## src/rtl/bin_share_pkg.sv

```systemverilog
// Purpose: shared types and helpers for the bin_share_arbiter slice (slot FSM states, stat width, round-robin pick).
// Latency: n/a (types and a combinational helper function only).
// Backpressure: n/a.
// Contents: state_t {IDLE, FULL}; STAT_W; pick_t; rr_pick(req, ptr, n) -> {found, idx}.
package bin_share_pkg;

  localparam int STAT_W  = 16;
  // Upper bound on requester count; rr_pick works on a padded vector of this size.
  localparam int MAX_REQ = 8;

  typedef enum logic {
    IDLE = 1'b0,
    FULL = 1'b1
  } state_t;

  typedef struct packed {
    logic       found;
    logic [2:0] idx;
  } pick_t;

  // First set bit of req scanning ptr, ptr+1, ... modulo n. Offsets are walked
  // from far to near so the nearest hit is the last one written. The wrap is an
  // explicit subtract so non power-of-two n is handled correctly.
  function automatic pick_t rr_pick(input logic [MAX_REQ-1:0] req,
                                    input logic [2:0]         ptr,
                                    input int                 n);
    pick_t p;
    int    c;
    p = '0;
    for (int off = MAX_REQ - 1; off >= 0; off--) begin
      c = int'(ptr) + off;
      if (c >= n) c = c - n;
      if ((off < n) && req[c[2:0]]) begin
        p.found = 1'b1;
        p.idx   = c[2:0];
      end
    end
    return p;
  endfunction

endpackage

```

## src/rtl/bin_share_rr.sv

```systemverilog
// Purpose: round-robin picker and rotating priority pointer for the shared adder.
// Latency: grant is combinational from req/rr_ptr/allow; pointer updates at the posedge of an issue.
// Backpressure: allow=0 suppresses every grant and freezes the pointer.
// Ports: clk, rst_n (sync, active low), req, allow, gnt (one-hot), issue, gnt_id.
module bin_share_rr
  import bin_share_pkg::*;
#(
  parameter int NUM_REQ = 4,
  parameter int ID_W    = $clog2(NUM_REQ)
) (
  input  logic               clk,
  input  logic               rst_n,
  input  logic [NUM_REQ-1:0] req,
  input  logic               allow,
  output logic [NUM_REQ-1:0] gnt,
  output logic               issue,
  output logic [ID_W-1:0]    gnt_id
);

  logic [ID_W-1:0]    rr_ptr;
  logic [MAX_REQ-1:0] req_pad;
  pick_t              pick;

  always_comb begin
    req_pad                = '0;
    req_pad[NUM_REQ-1:0]   = req;
    pick                   = rr_pick(req_pad, 3'(rr_ptr), NUM_REQ);
  end

  // rst_n gates the grant so nothing is granted during a reset cycle.
  assign issue  = pick.found & allow & rst_n;
  assign gnt_id = ID_W'(pick.idx);

  always_comb begin
    gnt = '0;
    for (int i = 0; i < NUM_REQ; i++) begin
      gnt[i] = issue && (int'(pick.idx) == i);
    end
  end

  // Next scan starts just after the winner; wrap by compare, not truncation.
  always_ff @(posedge clk) begin
    if (!rst_n) begin
      rr_ptr <= '0;
    end else if (issue) begin
      rr_ptr <= (int'(gnt_id) == NUM_REQ - 1) ? '0 : gnt_id + ID_W'(1);
    end
  end

endmodule

```

## src/rtl/bin_share_arbiter.sv

```systemverilog
// Purpose: time-multiplexes one registered WIDTH-bit adder among NUM_REQ requesters, round-robin.
// Latency: 1 cycle from grant to resp_valid; one add per cycle while resp_ready stays high.
// Backpressure: a full slot with resp_ready=0 blocks all grants and freezes resp_id/resp_data.
// Ports: clk, rst_n (sync, active low); req/in0/in1 -> gnt; resp_valid/resp_ready/resp_id/resp_data; busy.
// Optional: define BIN_SHARE_STATS_EN to add stat_issue (per-requester grant counts) and stat_stall.
module bin_share_arbiter
  import bin_share_pkg::*;
#(
  parameter int NUM_REQ = 4,
  parameter int WIDTH   = 13,
  parameter int ID_W    = $clog2(NUM_REQ)
) (
  input  logic                       clk,
  input  logic                       rst_n,
  input  logic [NUM_REQ-1:0]         req,
  input  logic [NUM_REQ*WIDTH-1:0]   in0,
  input  logic [NUM_REQ*WIDTH-1:0]   in1,
  output logic [NUM_REQ-1:0]         gnt,
  output logic                       resp_valid,
  input  logic                       resp_ready,
  output logic [ID_W-1:0]            resp_id,
  output logic [WIDTH-1:0]           resp_data,
  output logic                       busy
`ifdef BIN_SHARE_STATS_EN
  ,
  output logic [NUM_REQ*STAT_W-1:0]  stat_issue,
  output logic [STAT_W-1:0]          stat_stall
`endif
);

  state_t          state;
  state_t          state_nxt;
  logic            allow;
  logic            issue;
  logic [ID_W-1:0] gnt_id;
  logic [WIDTH-1:0] sum;

  bin_share_rr #(
    .NUM_REQ (NUM_REQ),
    .ID_W    (ID_W)
  ) u_rr (
    .clk    (clk),
    .rst_n  (rst_n),
    .req    (req),
    .allow  (allow),
    .gnt    (gnt),
    .issue  (issue),
    .gnt_id (gnt_id)
  );

  // Slot FSM: state register.
  always_ff @(posedge clk) begin
    if (!rst_n) state <= IDLE;
    else        state <= state_nxt;
  end

  // Slot FSM: next state. An issue always refills the slot, even when the old
  // result is consumed in the same cycle.
  always_comb begin
    state_nxt = state;
    if (issue)                             state_nxt = FULL;
    else if (state == FULL && resp_ready)  state_nxt = IDLE;
  end

  // Slot FSM: outputs. The slot can take a new sum when empty or being drained.
  always_comb begin
    allow      = (state == IDLE) || resp_ready;
    resp_valid = (state == FULL);
  end

  assign busy = resp_valid | (|req);

  // Shared adder; carry out is dropped.
  assign sum = in0[int'(gnt_id)*WIDTH +: WIDTH] + in1[int'(gnt_id)*WIDTH +: WIDTH];

  always_ff @(posedge clk) begin
    if (!rst_n) begin
      resp_id   <= '0;
      resp_data <= '0;
    end else if (issue) begin
      resp_id   <= gnt_id;
      resp_data <= sum;
    end
  end

`ifdef BIN_SHARE_STATS_EN
  // Saturating counters: grants per requester, and cycles where someone asked but nothing issued.
  always_ff @(posedge clk) begin
    if (!rst_n) begin
      stat_issue <= '0;
      stat_stall <= '0;
    end else begin
      for (int i = 0; i < NUM_REQ; i++) begin
        if (gnt[i] && (stat_issue[i*STAT_W +: STAT_W] != '1)) begin
          stat_issue[i*STAT_W +: STAT_W] <= stat_issue[i*STAT_W +: STAT_W] + STAT_W'(1);
        end
      end
      if ((|req) && !issue && (stat_stall != '1)) begin
        stat_stall <= stat_stall + STAT_W'(1);
      end
    end
  end
`endif

endmodule

```

## config.mk

```make
export PLATFORM = sky130hd
export DESIGN_NAME = bin_share_arbiter
export DESIGN_NICKNAME = d
export VERILOG_FILES = /design/src/rtl/bin_share_pkg.sv /design/src/rtl/bin_share_rr.sv /design/src/rtl/bin_share_arbiter.sv
export SDC_FILE = /design/constraint.sdc
export NUM_CORES = 1
export LEC_CHECK = 0
export CORE_UTILIZATION = 41
export CTS_BUF_LIST = sky130_fd_sc_hd__clkbuf_2 sky130_fd_sc_hd__clkbuf_4 sky130_fd_sc_hd__clkbuf_8
export CTS_CLUSTER_DIAMETER = 60
export DETAILED_ROUTE_END_ITERATION = 12
export PLACE_DENSITY = 0.85
export SLEW_MARGIN = 20
export SYNTH_ARGS = -nofsm -noshare
export SYNTH_HDL_FRONTEND = slang
export SYNTH_HIERARCHICAL = 1
export SYNTH_SLANG_ARGS = --single-unit
```

## constraint.sdc

```tcl
create_clock -name clk -period 5.1 [get_ports clk]
set_input_delay 0.51 -clock clk [delete_from_list [all_inputs] [get_ports clk]]
set_output_delay 0.51 -clock clk [all_outputs]
set_load 0.005 [all_outputs]
```

==> results.tsv, run 1 <==
metric	value	unit
CTS tree	built	
PostCTS Resize Cnt	0	
met3 Track Usage GR	2.093	%
Post-DP HPWL	5890	µm
#FFs+latches synth	18	
Layout Cells excl Fill	441	
Switching Power	1.242	mW
Avg Cell Area, Syn	9.836	µm²
CP cell instances	inv_1 > ha_1 > nor3_1 > a21oi_1 > o221ai_4 > buf_4 > mux4_2 > ha_1 > a211oi_2 > nor2_1 > o32ai_1 > xor2_1 > a211oi_2	
Yosys top cell area share	24.30	%
largest net degree at the start of global routing	23	
fin crit share	92.19	%
Critical Path AT	4.81	ns
grt ovf	0	
max-slew violations	0	
overall power	2.559	mW
post-synthesis simple-gate area fraction	15.73	%
drt first pass iters	4	
vias in the first global route	2532	
Worst path slowest cell	dfxtp_1	
total CTS buffers	3	
Worst Slack Setup Final	0.3982	ns
Area contributors post-synth	mux4_2 (24%), dfxtp_1 (15%), ha_1 (11%)	
met2 GRT Util	42.52	%
Worst Path Class, Setup	reg2reg	
starting density of the core	43.23	%
Cells after DPL	437	
Max stage delay on crit path	0.57	ns
EDFF count, synth	0	
area leader, netlist	mux4_2	
root buffer cell	clkbuf_8	
worst-path maximum fanout	21	
Die Wd	78.67	µm
register area share after synthesis	14.95	%
routed via count	2485	
Cell variety after synth	59	
# hold bufs at CTS	0	
drt via density	5.635	
worst skew pair latency	0.25	ns
die height	78.67	µm
I/O pins	132	
final design utilization	68.19	%
Post-DRT Antenna Nets	0	
die area	6188	µm²
# diodes	0	
VDD IR max	0.0003999	V
static leakage	1.435	nW
worst-margin pin slew	0.7664	ns
combinational share of power	86.6	%
# Post-CTS Setup Buffers	0	
first-pass GRT wire length	11370	µm
Most used DFF post-synth	dfxtp_1	
CTS H-tree lvls	1	
Register Area	360.3	µm²
YS warnings	6	
multi-input logic area	1902	µm²
crit path capture type	register	
mapped cell area	2410	µm²
Compound-Gate Fraction of Synth Area	18.12	%
main combinational cell family by area after synthesis	multiplexers	
number of cell rows	27	
routed wire length	6930	µm
setup violators final	0	
switching share of power	48.56	%
Buffers & Inverters on Critical Path	2	
DP Worst Slack	0.4100	ns
DRC marker count from the first detailed-route iteration	125	
Placer Congestion	0.9229	
M1 GR Usage	28.61	%
RSZ-0062 raised after global routing	no	
Critical Path RT	5.21	ns
Post-Syn Instances	245	
commonest non-fill, non-tap cell in the layout	clkdlybuf4s50_1	
status	completed	
commonest cells after routing, fill and taps aside	clkdlybuf4s50_1 (131), mux4_2 (26), ha_1 (21), dfxtp_1 (18), nor2_1 (16)	
share of synthesized registers carrying an async set or reset	0	%
area grow syn2layout	57.74	%
clock share of power	4.6	%
total track usage	22.96	%
number of nets in the layout	503	
DRC Markers	0	
global route hottest layer	met2	
multiplexer share of the synthesized area	29.96	%
Worst setup SP type	register	
max-cap violation count	0	
Fin. Hold Viols	0	
relative slew slack	48.85	%
share of cells above drive strength 1	14.36	%
adder-cell share of the synthesized area	11.73	%
Port Buffer Count	131	
clk_skew	0.004218	ns
clk slew on worst S/H paths	0.07	ns
core area	5574	µm²
clk sinks	18	
Tmin final	4.702	ns
Avg WL per Cell	15.71	µm
pwr dens	673.1	nW/µm²
FILL cells	429	
Int Power	1.316	mW
Top delay family on crit path	compound AO/OA/AOI/OAI gates	
Reg power frac	8.8	%
Clock Path Buffers	2	
Post-Synth XOR/XNOR Area	2.908	%
initial antenna violation count	0	
total negative slack	0	ns
synthesized net count	378	
fmax	212.7	MHz
worst hold path class	reg2reg	
-- final timing paths --
| kind | start | end | slack, ns | cells past startpoint |
|---|---|---|---|---|
| min | resp_data[5]$_SDFFE_PN0P_ | resp_data[5]$_SDFFE_PN0P_ | 0.47 | 2 |
| min reg2reg | resp_data[5]$_SDFFE_PN0P_ | resp_data[5]$_SDFFE_PN0P_ | 0.47 | 2 |
| max | u_rr/rr_ptr[1]$_SDFFE_PN0P_ | resp_data[10]$_SDFFE_PN0P_ | 0.40 | 13 |
| max reg2reg | u_rr/rr_ptr[1]$_SDFFE_PN0P_ | resp_data[10]$_SDFFE_PN0P_ | 0.40 | 13 |
-- layer usage --
metal / vias to the layer above / wire, µm
li1: 1199 / -
met1: 1172 / 2811
met2: 106 / 3632
met3: 8 / 415
met4: 0 / 72
met5: - / 0
-- through the flow --
stage / cell area, µm² / hold WS, ns
floorplan: 2410 / 0.4562
global placement: 3746 / 0.4590
detailed placement: 3746 / 0.4613
CTS: 3801 / 0.4730
global route: 3801 / 0.5034
finish: 3801 / 0.4680
-- worst min-delay path, cell delays in order, from the launching register on --
cell and delay [ns]:
dfxtp_1 0.31, nand2_1 0.06, a21oi_1 0.05
-- kinds of logic after synthesis --
kind of cell    Yosys count
fa+ha+maj                22
xor+xnor                  8
simple gates             69
flops                    18
buf+inv                  30
compound gates           59
mux                      39
-- final cells by class --
type / instances / share of cell area, %
Inverter: 16 / 1.580
Sequential cell: 18 / 9.480
Multi-Input combinational cell: 197 / 50.03
Clock buffer: 4 / 1.448
Timing Repair Buffer: 134 / 35.09
Tap cell: 72 / 2.370
-- sequential cells by signal, indices dropped and copies added, names as in the netlist --
name and flops:
u_rr/rr_ptr 2, resp_valid 1, resp_id 2, resp_data 13
-- power by group through the flow --
stage,Combinational (mW),Sequential (mW),Clock (mW)
final,2.22,0.225,0.117
after detailed placement,2.19,0.227,0
after global routing,2.44,0.231,0.125
after floorplan,1.70,0.222,0
after global placement,2.13,0.226,0
after CTS,2.21,0.225,0.118
-- cell usage after synthesis (2+ instances only) --
master,count
a211oi_1,4
a211oi_2,2
a21o_1,3
a21oi_1,15
a21oi_2,3
a31oi_1,3
buf_2,4
buf_6,5
clkbuf_1,3
dfxtp_1,18
ha_1,21
inv_1,15
mux2i_1,11
mux4_2,26
nand2_1,9
nand2_2,2
nand2b_1,3
nand3_1,11
nand3b_1,3
nand4_1,3
nor2_1,16
nor2b_1,3
nor3_1,4
nor3b_1,4
o211ai_1,4
o21ai_0,7
o22ai_1,2
or2_2,2
or3_1,3
xnor2_1,2
xor2_1,6
Note: power is estimated with default switching activity, not from simulation.
==> run 2, diff against run 1 <==
--- a/config.mk
+++ b/config.mk
@@ -5,11 +5,11 @@
 export SDC_FILE = /design/constraint.sdc
 export NUM_CORES = 1
 export LEC_CHECK = 0
-export CORE_UTILIZATION = 41
+export CORE_UTILIZATION = 35
 export CTS_BUF_LIST = sky130_fd_sc_hd__clkbuf_2 sky130_fd_sc_hd__clkbuf_4 sky130_fd_sc_hd__clkbuf_8
 export CTS_CLUSTER_DIAMETER = 60
 export DETAILED_ROUTE_END_ITERATION = 12
-export PLACE_DENSITY = 0.85
+export PLACE_DENSITY = 0.75
 export SLEW_MARGIN = 20
 export SYNTH_ARGS = -nofsm -noshare
 export SYNTH_HDL_FRONTEND = slang
==> results.tsv, run 2 (synthesized netlist as in run 1, its figures left out) <==
metric	value	unit	change
clk_skew	0.005679	ns	+0.001461 ns
# Post-CTS Setup Buffers	0		unchanged
Layout Cells excl Fill	447		+1.4%
worst-path maximum fanout	19		-9.5%
clk slew on worst S/H paths	0.07	ns	about the same
Avg WL per Cell	16.13	µm	+2.7%
setup violators final	0		unchanged
# hold bufs at CTS	0		unchanged
failing checks	design-rule violations		
number of nets in the layout	504		+0.20%
total track usage	20.17	%	-2.8 points
Post-DRT Antenna Nets	0		unchanged
drt via density	5.555		-1.4%
# diodes	0		unchanged
overall power	2.569	mW	+0.40%
Worst path slowest cell	dfxtp_1		
commonest cells after routing, fill and taps aside	clkdlybuf4s50_1 (131), mux4_2 (26), ha_1 (21), dfxtp_1 (18), nor2_1 (16)		
Max stage delay on crit path	0.58	ns	about the same
max reg flops	13		unchanged
max-slew violations	0		unchanged
fin crit share	88.87	%	-3.3 points
static leakage	1.440	nW	+0.35%
Fin. Hold Viols	0		unchanged
drt first pass iters	9		+5
multi-input logic area	1902	µm²	unchanged
number of cell rows	29		+7.4%
largest net degree at the start of global routing	23		unchanged
reg2reg end	resp_data[10]$_SDFFE_PN0P_		
status	finished, violations left		
grt ovf	0		unchanged
Worst Path Class, Setup	reg2reg		
CTS H-tree lvls	1		unchanged
Post-DP HPWL	6108	µm	+3.7%
Critical Path RT	5.20	ns	about the same
I/O pins	132		unchanged
Hold Crit Depth	1		-1
fmax	220.6	MHz	+3.7%
share of cells above drive strength 1	14.59	%	+0.23 points
vias in the first global route	2510		-0.87%
first-pass GRT wire length	11820	µm	+3.9%
Placer Congestion	0.8371		-9.3%
DRC Markers	4		+4
worst hold path class	reg2reg		
Port Buffer Count	131		unchanged
clk sinks	18		unchanged
PostCTS Resize Cnt	0		unchanged
VDD IR max	0.0002878	V	-28%
Tmin final	4.533	ns	-0.1692 ns
hold path startpoint	resp_data[11]$_SDFFE_PN0P_		
max-cap violation count	0		unchanged
root buffer cell	clkbuf_8		
Reg2Reg Depth	13		unchanged
flop-to-flop setup slack	0.57	ns	+0.17 ns
initial antenna violation count	0		unchanged
total negative slack	0	ns	unchanged
routed via count	2483		-0.080%
CTS tree	built		
die height	84.98	µm	+8.0%
Cells after DPL	443		+1.4%
die area	7221	µm²	+17%
pwr dens	673.3	nW/µm²	about the same
RR Startpoint	u_rr/rr_ptr[1]$_SDFFE_PN0P_		
Buffers & Inverters on Critical Path	2		unchanged
most used cell, CP	ha_1		
crit path capture type	register		
routed wire length	7212	µm	+4.1%
Clock Path Buffers	2		unchanged
RSZ-0062 raised after global routing	no		
Critical Path AT	4.63	ns	-0.18 ns
Worst setup SP type	register		
biggest regs	resp_data (13), resp_id (2), u_rr/rr_ptr (2)		
area grow syn2layout	58.31	%	
starting density of the core	37.10	%	-6.1 points
Most flops, register	resp_data		
FILL cells	566		+32%
worst skew pair latency	0.25	ns	about the same
relative slew slack	49.16	%	+0.31 points
total CTS buffers	3		unchanged
worst-margin pin slew	0.7617	ns	-0.004665 ns
Register Area	360.3	µm²	unchanged
Die Wd	84.98	µm	+8.0%
Top delay family on crit path	compound AO/OA/AOI/OAI gates		
DRC marker count from the first detailed-route iteration	145		+16%
commonest non-fill, non-tap cell in the layout	clkdlybuf4s50_1		
Hold Path End	resp_data[11]$_SDFFE_PN0P_		
core area	6495	µm²	+17%
CP cell instances	inv_1 > ha_1 > nor3_1 > a21oi_1 > o221ai_4 > buf_4 > mux4_2 > ha_1 > a21oi_2 > o31ai_4 > o32ai_1 > xor2_1 > a211oi_2		
[run 2: changes by cell type in the layout (fill, tap and decap cells not counted)]
cell and change:
buf_4 +1
[run 2: per-layer routing]
| metal | up-vias | GRT usage (%) | wire, µm |
|---|---|---|---|
| li1 | 1199 | - | - |
| met3 | 10 | 2.724 | 460 |
| met4 | 0 | 5.855 | 138 |
| met5 | - | 0 | 0 |
| met2 | 115 | 35.78 | 3705 |
| met1 | 1159 | 25.55 | 2907 |
[run 2: worst reg2reg max path, cell delays in order, from the launching register on]
cell      delay (ns)
dfxtp_1         0.58
inv_1           0.16
ha_1            0.43
nor3_1          0.38
a21oi_1         0.14
o221ai_4        0.34
buf_4           0.41
mux4_2          0.55
ha_1            0.38
a21oi_2         0.27
o31ai_4         0.11
o32ai_1         0.35
xor2_1          0.21
a211oi_2        0.09
[run 2: report_power, final]
| part | total (mW) | internal (mW) | switching [mW] |
|---|---|---|---|
| clock | 0.117 | 0.0685 | 0.0487 |
| combinational | 2.22 | 1.07 | 1.16 |
| sequential | 0.227 | 0.191 | 0.0360 |
| total | 2.57 | 1.33 | 1.24 |
[run 2: worst max path at each step]
stage                     cells past startpoint  slack [ns]                         from                         end
final                                        13        0.57  u_rr/rr_ptr[1]$_SDFFE_PN0P_  resp_data[10]$_SDFFE_PN0P_
after global routing                         13        0.27  u_rr/rr_ptr[1]$_SDFFE_PN0P_  resp_data[10]$_SDFFE_PN0P_
after CTS                                    13        0.58  u_rr/rr_ptr[1]$_SDFFE_PN0P_  resp_data[10]$_SDFFE_PN0P_
after detailed placement                     13        0.58                       req[0]  resp_data[12]$_SDFFE_PN0P_
after global placement                       13        0.68                       req[1]  resp_data[10]$_SDFFE_PN0P_
after floorplan                              18        0.59  u_rr/rr_ptr[0]$_SDFFE_PN0P_  resp_data[10]$_SDFFE_PN0P_
[run 2: final cells by class]
cell class | instances | area share, %
Tap cell | 77 | 2.525
Multi-Input combinational cell | 197 | 49.85
Sequential cell | 18 | 9.446
Timing Repair Buffer | 135 | 35.16
Clock buffer | 4 | 1.443
Inverter | 16 | 1.574
[run 2: metrics by stage]
step	worst slack (ns)	cell area (µm²)	hold WS [ns]	util (%)
2_1_floorplan	0.5922	2410	0.4562	-
3_3_place_gp	0.6843	3760	0.4629	57.89
3_5_place_dp	0.5757	3760	0.4593	57.89
4_1_cts	0.5817	3815	0.4709	58.74
5_1_grt	0.2711	3815	0.5034	58.74
6_report	0.5674	3815	0.4756	58.74
